--- config.mk ---
export PLATFORM = sky130hd
export DESIGN_NAME = vreg_xfer_ctrl
export DESIGN_NICKNAME = d
export VERILOG_FILES = /design/src/rtl/vreg_xfer_ctrl_pkg.sv /design/src/rtl/vreg_burst_cnt.sv /design/src/rtl/vreg_xfer_ctrl.sv
export SDC_FILE = /design/constraint.sdc
export NUM_CORES = 1
export LEC_CHECK = 0
export CORE_AREA = 2 2 330 332
export DETAILED_ROUTE_END_ITERATION = 7
export DIE_AREA = 0 0 332 334
export PLACE_DENSITY_LB_ADDON = 0.05
export SLEW_MARGIN = 20
export SYNTH_ARGS = -nofsm -noshare
export SYNTH_HDL_FRONTEND = slang
export SYNTH_SLANG_ARGS = --single-unit
--- constraint.sdc ---
create_clock -name Clk -period 5 [get_ports Clk]
set_input_delay 0.5 -clock Clk [delete_from_list [all_inputs] [get_ports Clk]]
set_output_delay 0.5 -clock Clk [all_outputs]
set_load 0.005 [all_outputs]
--- src/rtl/vreg_xfer_ctrl_pkg.sv ---
// Shared definitions for the vector-register serial transfer controller:
// geometry, opcodes, FSM state encoding and an element-select helper.
package vreg_xfer_ctrl_pkg;

    localparam int VREG_ELEMS   = 16;
    localparam int VREG_WIDTH   = 16;
    localparam int VREG_ADDR_W  = 3;
    localparam int VREG_GAP_CYC = 2;
    localparam int VREG_DATA_W  = VREG_ELEMS * VREG_WIDTH;
    localparam int VREG_CNT_W   = $clog2(VREG_ELEMS);
    localparam int VREG_GAP_W   = $clog2(VREG_GAP_CYC + 1);

    localparam logic OP_WR = 1'b0;
    localparam logic OP_RD = 1'b1;

    typedef enum logic [2:0] {
        ST_IDLE  = 3'd0,
        ST_SETUP = 3'd1,
        ST_BURST = 3'd2,
        ST_DRAIN = 3'd3,
        ST_RESP  = 3'd4,
        ST_GAP   = 3'd5
    } state_t;

    function automatic logic [VREG_WIDTH-1:0] elem_sel(
        input logic [VREG_DATA_W-1:0] vec,
        input logic [VREG_CNT_W-1:0]  idx
    );
        return vec[idx*VREG_WIDTH +: VREG_WIDTH];
    endfunction

endpackage

--- src/rtl/vreg_burst_cnt.sv ---
// Element counter for one serial burst: cleared by start, advanced by en,
// last flags the final element of the vector.
module vreg_burst_cnt
    import vreg_xfer_ctrl_pkg::*;
(
    input  logic                  Clk,
    input  logic                  Rst_n,
    input  logic                  start,
    input  logic                  en,
    output logic [VREG_CNT_W-1:0] cnt,
    output logic                  last
);

    always_ff @(posedge Clk or negedge Rst_n) begin
        if (!Rst_n) begin
            cnt <= '0;
        end else if (start) begin
            cnt <= '0;
        end else if (en) begin
            cnt <= cnt + 1'b1;
        end
    end

    assign last = (cnt == VREG_CNT_W'(VREG_ELEMS - 1));

endmodule

--- src/rtl/vreg_xfer_ctrl.sv ---
// Initiator for the vector-register serial port: turns whole-vector commands
// into 16-cycle WR_s/RD_s bursts and returns read vectors in parallel.
module vreg_xfer_ctrl
    import vreg_xfer_ctrl_pkg::*;
(
    input  logic                   Clk,
    input  logic                   Rst_n,
    input  logic                   Cmd_valid,
    output logic                   Cmd_ready,
    input  logic                   Cmd_op,
    input  logic [VREG_ADDR_W-1:0] Cmd_addr,
    input  logic [VREG_ADDR_W-1:0] Cmd_addr2,
    input  logic [VREG_DATA_W-1:0] Ld_data,
    output logic                   Rsp_valid,
    input  logic                   Rsp_ready,
    output logic                   Rsp_op,
    output logic [VREG_DATA_W-1:0] St_data,
    output logic [VREG_DATA_W-1:0] St_data2,
    output logic [VREG_ADDR_W-1:0] Addr,
    output logic [VREG_ADDR_W-1:0] Addr2,
    output logic                   WR_s,
    output logic                   RD_s,
    output logic [VREG_WIDTH-1:0]  DataIn_s,
    input  logic [VREG_WIDTH-1:0]  DataOut_s,
    input  logic [VREG_WIDTH-1:0]  DataOut2_s,
    output state_t                 Dbg_state
);

    // Cmd and Rsp are valid/ready handshakes: a transfer happens on a rising
    // edge where valid and ready are both high; the sender holds valid and its
    // payload stable until then, and ready never depends on valid.

    state_t                  state;
    state_t                  state_nxt;
    logic                    op_q;
    logic [VREG_DATA_W-1:0]  buf_q;
    logic [VREG_GAP_W-1:0]   gap_cnt;
    logic                    cap_en;
    logic                    accept;
    logic [VREG_CNT_W-1:0]   elem;
    logic                    elem_last;
    logic [VREG_CNT_W-1:0]   cap;
    logic                    cap_last;

    assign accept    = Cmd_valid && Cmd_ready;
    assign Rsp_op    = op_q;
    assign Dbg_state = state;

    vreg_burst_cnt u_issue_cnt (
        .Clk   (Clk),
        .Rst_n (Rst_n),
        .start (state == ST_SETUP),
        .en    (state == ST_BURST),
        .cnt   (elem),
        .last  (elem_last)
    );

    // Read data lags the strobe by one cycle, so capture runs one element behind issue.
    vreg_burst_cnt u_cap_cnt (
        .Clk   (Clk),
        .Rst_n (Rst_n),
        .start (state == ST_SETUP),
        .en    (cap_en),
        .cnt   (cap),
        .last  (cap_last)
    );

    always_ff @(posedge Clk or negedge Rst_n) begin
        if (!Rst_n) begin
            state <= ST_IDLE;
        end else begin
            state <= state_nxt;
        end
    end

    always_ff @(posedge Clk or negedge Rst_n) begin
        if (!Rst_n) begin
            op_q     <= OP_WR;
            buf_q    <= '0;
            Addr     <= '0;
            Addr2    <= '0;
            cap_en   <= 1'b0;
            gap_cnt  <= '0;
            St_data  <= '0;
            St_data2 <= '0;
        end else begin
            cap_en <= RD_s;
            // Addresses load at accept so they are stable through all of SETUP.
            if (accept) begin
                op_q  <= Cmd_op;
                buf_q <= Ld_data;
                Addr  <= Cmd_addr;
                Addr2 <= Cmd_addr2;
            end
            if (state == ST_GAP) begin
                gap_cnt <= gap_cnt + 1'b1;
            end else begin
                gap_cnt <= '0;
            end
            if (cap_en) begin
                St_data[cap*VREG_WIDTH +: VREG_WIDTH]  <= DataOut_s;
                St_data2[cap*VREG_WIDTH +: VREG_WIDTH] <= DataOut2_s;
            end
        end
    end

    always_comb begin
        state_nxt = state;
        Cmd_ready = 1'b0;
        Rsp_valid = 1'b0;
        WR_s      = 1'b0;
        RD_s      = 1'b0;
        DataIn_s  = '0;
        case (state)
            ST_IDLE: begin
                Cmd_ready = 1'b1;
                if (Cmd_valid) begin
                    state_nxt = ST_SETUP;
                end
            end
            ST_SETUP: begin
                state_nxt = ST_BURST;
            end
            ST_BURST: begin
                if (op_q == OP_WR) begin
                    WR_s     = 1'b1;
                    DataIn_s = elem_sel(buf_q, elem);
                end else begin
                    RD_s = 1'b1;
                end
                if (elem_last) begin
                    state_nxt = (op_q == OP_RD) ? ST_DRAIN : ST_RESP;
                end
            end
            ST_DRAIN: begin
                if (cap_last) begin
                    state_nxt = ST_RESP;
                end
            end
            ST_RESP: begin
                Rsp_valid = 1'b1;
                if (Rsp_ready) begin
                    state_nxt = ST_GAP;
                end
            end
            ST_GAP: begin
                if (gap_cnt == VREG_GAP_W'(VREG_GAP_CYC - 1)) begin
                    state_nxt = ST_IDLE;
                end
            end
            default: begin
                state_nxt = ST_IDLE;
            end
        endcase
    end

endmodule

==> results of run 1 <==
-- per-layer routing --
metal	vias to the layer above	routed length, um	share of wire [%]	global-route usage, %
met4	18	4360	3.3	8.04
met5	-	130	0.099	0
met1	12100	49100	37	26.1
li1	10300	-	-	-
met3	180	10600	8.1	7.75
met2	740	66800	51	41.3
-- power by group through the flow --
stage / clock, mW / combinational (mW) / sequential (mW)
after floorplan: 0 / 4.03 / 8.57
after global placement: 0 / 6.39 / 8.99
after detailed placement: 0 / 6.49 / 9.06
after CTS: 7.16 / 6.51 / 8.95
after global routing: 7.41 / 6.92 / 9.13
final: 6.96 / 6.42 / 8.92
-- final cells by class --
cell class,instances,area (sq um)
diodes,6,15.0
well taps,1414,1770
clock inverters,19,293
clock buffers,145,2830
fillers,9952,60900
repair buffers,899,9000
flip-flops and latches,789,19800
inverters,197,739
multi-input cells,1317,12500
-- layout by cell type, fill, tap and decap left out, types with 48 or more instances in the layout --
master,n
sky130_fd_sc_hd__clkdlybuf4s50_1,839
sky130_fd_sc_hd__dfrtp_1,787
sky130_fd_sc_hd__mux2_2,553
sky130_fd_sc_hd__inv_1,197
sky130_fd_sc_hd__nand2_1,131
sky130_fd_sc_hd__mux2i_1,117
sky130_fd_sc_hd__nand4_1,98
sky130_fd_sc_hd__clkbuf_16,95
sky130_fd_sc_hd__and3_1,66
sky130_fd_sc_hd__mux4_2,64
sky130_fd_sc_hd__o21ai_0,55
sky130_fd_sc_hd__nor2_1,49
sky130_fd_sc_hd__a21bo_2,48
-- registers in the layout, summed over array words and instances (netlist names) --
signal	flops
u_issue_cnt.cnt	4
St_data	256
Dbg_state	3
cap_en	1
Addr2	3
Rsp_op	1
Addr	3
St_data2	256
buf_q	256
gap_cnt	2
u_cap_cnt.cnt	4
-- how the worst max path moves through the flow --
stage / cells after the start / endpoint / slack, ns / start
floorplan: 11 / St_data2[34] / 2.27 / u_cap_cnt.cnt[0]
global placement: 5 / DataIn_s[10] / 1.37 / Dbg_state[0]
detailed placement: 5 / St_data2[99] / 1.31 / u_cap_cnt.cnt[1]
CTS: 5 / DataIn_s[0] / 0.64 / u_issue_cnt.cnt[0]
global route: 5 / DataIn_s[6] / 0.53 / Dbg_state[0]
finish: 5 / DataIn_s[10] / 0.73 / Dbg_state[0]
-- through the flow --
step / worst slack, ns / cells / util [%] / instance area, sq um
after global placement: 1.37 / 4613 / 40.6 / 43700
final: 0.727 / 4786 / 43.5 / 46900
after floorplan: 2.27 / 2507 / - / 33900
after global routing: 0.525 / 4781 / 43.5 / 46900
after detailed placement: 1.31 / 4613 / 40.6 / 43700
after CTS: 0.639 / 4778 / 43.5 / 46900
-- cells by family (layout without fill, tap and decap cells) --
family	after synthesis	count (layout)	share of synthesized area (%)
other	0	6	0
adder cells (fa/ha/maj)	5	5	0.185
flip-flops	789	789	58.2
AO/OA/AOI/OAI	146	146	3.25
multiplexers	747	747	26.5
XOR/XNOR	5	5	0.185
buffers and inverters	401	1260	5.17
AND/OR/NAND/NOR	414	414	6.46
==> results.md, run 1 <==
* Cell Int Power at 15.5 mW
* Mapped Cells at 2507
* Initial standard-cell utilization of the core at 31.4%
* CP Data Arrival Time at 3.77 ns
* Ys async rst share at 100%
* Critical Path Slowest Stage Cell: sky130_fd_sc_hd__and3b_1
* Endpoints failing setup at 0
* Max Slew Vio Count at 0
* Post-cts sizing count at 0
* Power density over the cells at 475 mW/mm^2
* Worst slew pin tran at 1.18 ns
* Standard-cell row count at 121
* Maximum Capacitance Violations at 0
* Clock sinks at 789
* Part of the total power dissipated in the clock network at 31.2%
* Peak supply drop at 0.262 mV
* Mean instance size in the synthesized netlist at 13.5 sq um
* Hold slack final at 0.422 ns
* Half-perimeter wire length after placement at 94.2 mm
* Wire length of the first global-routing pass at 187 mm
* Syn Std Cell Area at 0.0339 sq mm
* Proportion of power drawn by combinational gates at 28.8%
* Post-detailed-route wirelength per cell at 27.4 um
* Highest attainable clock frequency at 234 MHz
* Clock slew seen by the registers of the worst setup and hold paths at 0.06 ns
* Die width at 332 um
* Series of cell instances along the critical path: nor4b_4 -> and3b_1 -> a22oi_1 -> o221ai_1 -> clkdlybuf4s50_1
* Routed vias/inst at 4.87
* CTS Buffer Depth at 3
* Largest delay share family, worst path: simple AND/OR/NAND/NOR gates
* Pin count of the biggest net entering global routing at 107
* Port bufs at 840
* Number of enable flip-flop cells after synthesis at 0
* Required time at the worst-slack endpoint at 4.50 ns
* Endpoint class of the critical path: primary output
* Area of the die at 0.111 sq mm
* Seq cells post-synth at 789
* Synth top cells by count: sky130_fd_sc_hd__dfrtp_1 (789), sky130_fd_sc_hd__mux2_2 (553), sky130_fd_sc_hd__inv_1 (197)
* Die height at 334 um
* Classification of the worst-slack hold path: in2async
* Slowest cell delay on critical path at 0.74 ns
* Clock buffer count from CTS at 93
* Remaining global-route overflow at 0
* Share of the yosys chip area belonging to registers at 58.2%
* Starting DRT DRC Count at 1261
* Total wire length after detailed routing at 131 mm
* Via count of the first global-routing pass at 24800
* Library cell used as clock root buffer: sky130_fd_sc_hd__clkbuf_16
* Classification of the worst setup path: reg2out
* Sort of element at the start of the critical path: flop
* Hold Buf Count CTS at 1
* Synth Warn # at 0
* Number of optimization iterations in the first detailed-route pass at 5
* Residual DRC at 0
* Min Clock Period, post-route at 4.27 ns
* Hold violation count in the final report at 0
* H-tree depth reported by CTS at 3
* Worst-skew pair later-pin latency at 0.67 ns
* Number of setup buffers added after CTS at 0
* Critical path buffer and inverter count at 1
* CTS tree: yes
* Reg-to-reg slack, setup at 1.40 ns
* Number of nets with antenna violations after routing at 0
* Outcome: finished clean
* Cell variety after synth at 51
* Most common flop cell mapped by yosys: sky130_fd_sc_hd__dfrtp_1
* Synth top area cells: sky130_fd_sc_hd__dfrtp_1 (58%), sky130_fd_sc_hd__mux2_2 (18%), sky130_fd_sc_hd__mux4_2 (4.3%), sky130_fd_sc_hd__mux2i_1 (3.5%), sky130_fd_sc_hd__inv_1 (2.2%)
* Switching power as a share of total power at 30.5%
* Most common cell in the synthesized netlist: sky130_fd_sc_hd__dfrtp_1
* P&R area growth vs syn at 38.4%
* Sequential share of power at 40.0%
* Post-route clock period utilization at 85.5%
* Total power at 22.3 mW
* Total negative slack at 0 ns
* Startpoint of the worst register-to-register path: u_cap_cnt.cnt[0]
* Number of antenna violations at the first check in global routing at 12
* Via total after detailed routing at 23300
* Share of post-route cells with drive strength above 1 at 26.7%
* Worst slew slack as a fraction of its limit at 20.9%
* Top-area cell type share of the netlist area at 58.2%
* Final weighted congestion of routability-driven global placement at 0.812
* Layout net count at 3601
* Critical-path maximum fanout at 20
* Core area at 0.108 sq mm
* Cell type contributing the most total cell area after synthesis: sky130_fd_sc_hd__dfrtp_1
* Net Switching at 6.79 mW
* Capture point of the worst reg-to-reg path: St_data2[5]
* Static leakage at 20.9 nW
* R2r worst-path depth at 7
* Global-route total usage across every layer at 23.3%
* Boundary Pins at 841
* Clock Skew at 0.0176 ns
* Net count of the mapped netlist at 2811
* Setup repair after global routing missed its margin: false
No activity file was read; power rests on OpenSTA's default activity.
==> run 2: changes to the inputs <==
--- a/config.mk
+++ b/config.mk
@@ -9,6 +9,7 @@
 export DETAILED_ROUTE_END_ITERATION = 7
 export DIE_AREA = 0 0 332 334
 export PLACE_DENSITY_LB_ADDON = 0.05
+export SKIP_LAST_GASP = 1
 export SLEW_MARGIN = 20
 export SYNTH_ARGS = -nofsm -noshare
 export SYNTH_HDL_FRONTEND = slang
==> results of run 2 <==
The final DEF is identical to that of run 1; final timing and power are the same.
==> run 3: changes to the inputs <==
--- a/config.mk
+++ b/config.mk
@@ -8,6 +8,7 @@
 export CORE_AREA = 2 2 330 332
 export DETAILED_ROUTE_END_ITERATION = 7
 export DIE_AREA = 0 0 332 334
+export GPL_TIMING_DRIVEN = 0
 export PLACE_DENSITY_LB_ADDON = 0.05
 export SKIP_LAST_GASP = 1
 export SLEW_MARGIN = 20
==> results.md, run 3 (synthesis gave the netlist of run 1 again) <==
* Share of post-route cells with drive strength above 1 at 26.8%
* Startpoint of the worst register-to-register path: u_cap_cnt.cnt[0]
* Final design area excluding fillers at 0.0474 sq mm
* Worst-skew pair later-pin latency at 0.67 ns
* Final weighted congestion of routability-driven global placement at 0.841
* R2r worst-path depth at 10
* Classification of the worst setup path: reg2out
* Classification of the worst-slack hold path: in2async
* Placement Cell Area at 0.0443 sq mm
* Post-route clock period utilization at 92.8%
* Setup repair after global routing missed its margin: false
* CP Data Arrival Time at 4.14 ns
* Via count of the first global-routing pass at 26000
* Critical-path maximum fanout at 10
* Total wire length after detailed routing at 135 mm
* Post-detailed-route wirelength per cell at 27.3 um
* Commonest non-fill, non-tap cell in the layout: sky130_fd_sc_hd__clkdlybuf4s50_1
* Peak supply drop at 0.293 mV
* Met3 track demand over resource in global routing at 7.18%
* Residual DRC at 0
* Clock buffer count from CTS at 96
* Sort of element at the start of the critical path: flop
* Routing usage on met2 at 43.1%
* Clock Skew at 0.0260 ns
* Layout net count at 3759
* Capture point of the worst reg-to-reg path: St_data[14]
* Port bufs at 840
* Max Slew Vio Count at 0
* Standard-cell row count at 121
* Start point of the critical path: u_issue_cnt.cnt[0]
* Core area at 0.108 sq mm
* Via total after detailed routing at 24100
* Met1 Track Usage GR at 27.1%
* Number of antenna violations at the first check in global routing at 19
* Boundary Pins at 841
* Static leakage at 21.2 nW
* Hold slack final at 0.376 ns
* Clock sinks at 789
* Starting DRT DRC Count at 1148
* Power density over the cells at 477 mW/mm^2
* Endpoints failing setup at 0
* Half-perimeter wire length after placement at 104 mm
* Number of optimization iterations in the first detailed-route pass at 6
* Worst slew pin tran at 1.23 ns
* Initial standard-cell utilization of the core at 31.4%
* Pin count of the biggest net entering global routing at 118
* Routed vias/inst at 4.87
* Top Usage Layer GRT: met2
* Remaining global-route overflow at 0
* P&R area growth vs syn at 40.0%
* Maximum Capacitance Violations at 0
* Number of nets with antenna violations after routing at 0
* CTS tree: yes
* Min Clock Period, post-route at 4.64 ns
* Library cell used as clock root buffer: sky130_fd_sc_hd__clkbuf_16
* Outcome: finished clean
* Wire length of the first global-routing pass at 193 mm
* Most frequent cells in the layout: sky130_fd_sc_hd__clkdlybuf4s50_1 (839), sky130_fd_sc_hd__dfrtp_1 (789), sky130_fd_sc_hd__mux2_2 (553), sky130_fd_sc_hd__inv_1 (197), sky130_fd_sc_hd__nand2_1 (135)
* Post-cts sizing count at 0
* Highest attainable clock frequency at 215 MHz
* Area used by multi-input combinational logic at 0.0124 sq mm
* Top Registers: St_data2 (256), St_data (256), buf_q (256)
* Total negative slack at 0 ns
* Fill cell instance count of the final layout at 10100
* Die width at 332 um
* Reg-to-reg slack, setup at 0.79 ns
* Required time at the worst-slack endpoint at 4.50 ns
* FF+latch area at 0.0197 sq mm
* Clock slew seen by the registers of the worst setup and hold paths at 0.06 ns
* Hold violation count in the final report at 0
* CTS Buffer Depth at 3
* Endpoint class of the critical path: primary output
* Global-route total usage across every layer at 24.1%
* Die height at 334 um
* H-tree depth reported by CTS at 3
* Area of the die at 0.111 sq mm
* Worst slew slack as a fraction of its limit at 17.7%
==> run 3: cell types whose count changed in the layout (fill, tap and decap cells not counted), sizes merged <==
cell | before | now
clkbuf | 145 | 239
buf | 59 | 116
clkinv | 10 | 23
clkinvlp | 1 | 4
bufinv | 5 | 6
diode | 6 | 7
inv | 200 | 201
==> run 3: worst max-delay path by stage <==
stage,cells past startpoint,slack (ns),endpoint
floorplan,11,2.27,St_data2[34]
global placement,1,-32.97,Addr[2]
detailed placement,11,0.62,St_data[97]
CTS,7,0.14,DataIn_s[6]
global route,7,0.17,DataIn_s[6]
finish,7,0.36,DataIn_s[8]
==> run 3: routing by layer <==
metal	vias up	part of all wire, %
li1	10600	-
met1	12500	38
met3	201	7.1
met4	28	3.7
met5	-	0.13
met2	744	51
==> run 3: where the power goes <==
part	switching, mW	internal [mW]	leakage (nW)
sequential	0.803	7.90	9.89
combinational	3.41	3.58	9.77
clock	2.84	4.10	1.53
total	7.06	15.6	21.2
==> run 3: final cells by class <==
class / instances / share of cell area, %
inverters: 197 / 1.56
clock inverters: 37 / 0.783
well taps: 1414 / 3.73
plain buffers: 204 / 2.14
flip-flops and latches: 789 / 41.6
diodes: 7 / 0.0369
multi-input cells: 1317 / 26.2
clock buffers: 141 / 5.78
repair buffers: 850 / 18.2
==> run 3: metrics by stage <==
step | instances | total power, mW | utilization [%] | setup WS (ns)
4_1_cts | 4949 | 23.0 | 44.0 | 0.135
2_1_floorplan | 2507 | 12.6 | - | 2.27
3_3_place_gp | 4761 | 15.8 | 40.9 | -32.97
3_5_place_dp | 4770 | 15.9 | 41.1 | 0.619
6_report | 4956 | 22.6 | 44.0 | 0.359
5_1_grt | 4952 | 23.8 | 44.0 | 0.172
==> run 3: timing repair <==
item | 4_1_cts | 5_1_grt
setup endpoints to repair | 0 | 0
buffers inserted | 0 | 0
hold endpoints to repair | 79 | 0
hold buffers | 1 | 0
==> run 3: critical path, cell delays in order (launching register included) <==
cell and delay, ns:
sky130_fd_sc_hd__dfrtp_1 0.36, sky130_fd_sc_hd__clkbuf_1 0.23, sky130_fd_sc_hd__buf_2 0.42, sky130_fd_sc_hd__buf_2 0.45
sky130_fd_sc_hd__mux4_2 0.59, sky130_fd_sc_hd__a22oi_1 0.62, sky130_fd_sc_hd__o221ai_1 0.30, sky130_fd_sc_hd__clkdlybuf4s50_1 0.51
==> RTL change: new RTL, config.mk and constraints of run 1 <==
Put one more register stage on the output `Dbg_state`, without a reset. The value now appears one clock later. The other outputs are not delayed to match.
--- a/src/rtl/vreg_xfer_ctrl.sv
+++ b/src/rtl/vreg_xfer_ctrl.sv
@@ -44,7 +44,9 @@
 
     assign accept    = Cmd_valid && Cmd_ready;
     assign Rsp_op    = op_q;
-    assign Dbg_state = state;
+    always_ff @(posedge Clk) begin
+        Dbg_state <= state;
+    end
 
     vreg_burst_cnt u_issue_cnt (
         .Clk   (Clk),
Function: changed (a bounded check fails within 4 cycles, from zero or initial values and one cycle with Rst_n low).
==> RTL change against run 1 <==
Setup slack worse by 0.0081 ns. Clock skew up 0.0077 ns. Final area down 0.46%. Synthesized area down 0.58%. Sequential share of layout area up 0.32 points. Count of clock-buffer cells in the layout down 3. Sequential cell count up 3. Cell count down 1.0%. Critical path depth down 1. Total power down 0.45%. Synthesized cell count down 2.5%. Routed wire length up 0.43%.
==> RTL change: results (changes against run 1) <==
[pwr]
swShare_pct=30.2  ; -0.22 points
ir_drop_v=0.000266  ; +1.7%
p_int_mw=15.5  ; -0.13%
power_frac_seq_pct=40.2  ; +0.2 points
cellLeakagePower_nw=20.7  ; -0.71%

[yosys]
seq_area_frac_synth_pct=58.8  ; +0.52 points
synth.avg_cell_area_um2=13.8  ; +2.0%
synth.top_cells.by_area=dfrtp_1, mux2_2, mux4_2
async_reset_ff_share_pct=99.6  ; -0.38 points
synth_cell_types=49  ; -3.9%
syn_nets=2748  ; -2.2%
synthTopCellsByCount=dfrtp_1, mux2_2, inv_1

[grt]
grt_pass1_vias=24900  ; +0.093%
use_met2_pct=42.3  ; +1.0 points
met1_usage_pct=25.9  ; -0.14 points
met3_usage_pct=7.56  ; -0.19 points
antenna_found_initial=24  ; +12
grt_max_degree=123  ; +15%
grt_pass1_wl_um=188000  ; +0.46%
grt_use_total_pct=23.4  ; +0.13 points

[clocking]
htree_levels=3  ; unchanged
path_clk_slew_ns=0.06  ; about the same
clockBufferDepth=3  ; unchanged

[drt]
wl_met2_um=68400  ; +2.4%
drt_iter0_markers=1165  ; -7.6%
dr.pass1.iters=5  ; unchanged
routed_via_density=4.85  ; -0.48%
wl_um=132000  ; +0.43%
drt-wirelength-per-cell_um=27.8  ; +1.5%
routedLengthMet1_um=49100  ; about the same
highest_layer=met5
wl_met3_um=9870  ; -6.8%

[cells_and_area]
fin_nets=3542  ; -1.6%
nFillCells=9913  ; -0.39%
layout-drive-gt1-share_pct=27.4  ; +0.76 points

[worst_setup_path]
cpMaxStageDelayCell=nand3b_1
r2r-start=u_cap_cnt.cnt[1]$_DFFE_PN0P_
r2r_slack_ns=1.60  ; +0.20 ns
reg2reg_depth=5  ; -2
crit_fanout=20  ; unchanged
rr_endpoint=St_data2[155]$_DFFE_PN0P_
cp.arrival_ns=3.78  ; about the same

[placed_design]
dp_hpwl_um=95400  ; +1.3%
place_congestion=0.804  ; -0.96%
dp_slack_ns=1.35  ; +0.0439 ns
dp.cells=4556  ; -1.2%

[outcome]
outcome=completed

[timing]
tightestPinTransition_ns=1.18  ; -0.00260 ns
fin_skew_ns=0.0253  ; +0.00769 ns

[min_path]
holdCritStartpoint=DataOut_s[4]
hp-class=input pin to flip-flop

## RTL change: kinds of logic after synthesis
kind of cell	share of synthesized area (%)
AND/OR/NAND/NOR	5.74
buffers and inverters	4.81
flip-flops	58.8
multiplexers	27.5
adder cells (fa/ha/maj)	0.186
XOR/XNOR	0.130
AO/OA/AOI/OAI	2.85
## RTL change: how the worst max path moves through the flow
stage,start,end,slack [ns],cells past startpoint
detailed placement,u_cap_cnt.cnt[1]$_DFFE_PN0P_,St_data2[104]$_DFFE_PN0P_,1.35,6
global placement,state[0]$_DFFE_PN0P_,DataIn_s[2],1.43,5
finish,state[0]$_DFFE_PN0P_,DataIn_s[3],0.72,4
floorplan,u_cap_cnt.cnt[0]$_DFFE_PN0P_,St_data[66]$_DFFE_PN0P_,2.27,11
global route,state[0]$_DFFE_PN0P_,DataIn_s[4],0.54,4
CTS,state[0]$_DFFE_PN0P_,DataIn_s[4],0.61,5
## RTL change: area by class of cell
class                   count  area (um2)  area share (%)
diodes                      9        22.5          0.0482
clock buffers             142        2820            6.05
clock inverters            28         292           0.624
inverters                 181         679            1.45
multi-input cells        1280       12400            26.6
flip-flops and latches    792       19800            42.4
well taps                1414        1770            3.79
repair buffers            890        8880            19.0
## RTL change: through the flow
step	instance area (um2)	hold slack (ns)
3_5_place_dp	43500	0.438
4_1_cts	46700	0.370
6_report	46700	0.414
2_1_floorplan	33700	0.204
5_1_grt	46700	0.384
3_3_place_gp	43500	0.423
## RTL change: worst register-to-register path, delay by kind of cell, from the launching register on
family / cells / cell delay [ns]
adders and majority gates: 1 / 0.44
buffers and inverters: 1 / 0.08
DFF: 1 / 0.46
muxes: 1 / 0.62
and+or+nand+nor: 2 / 1.69
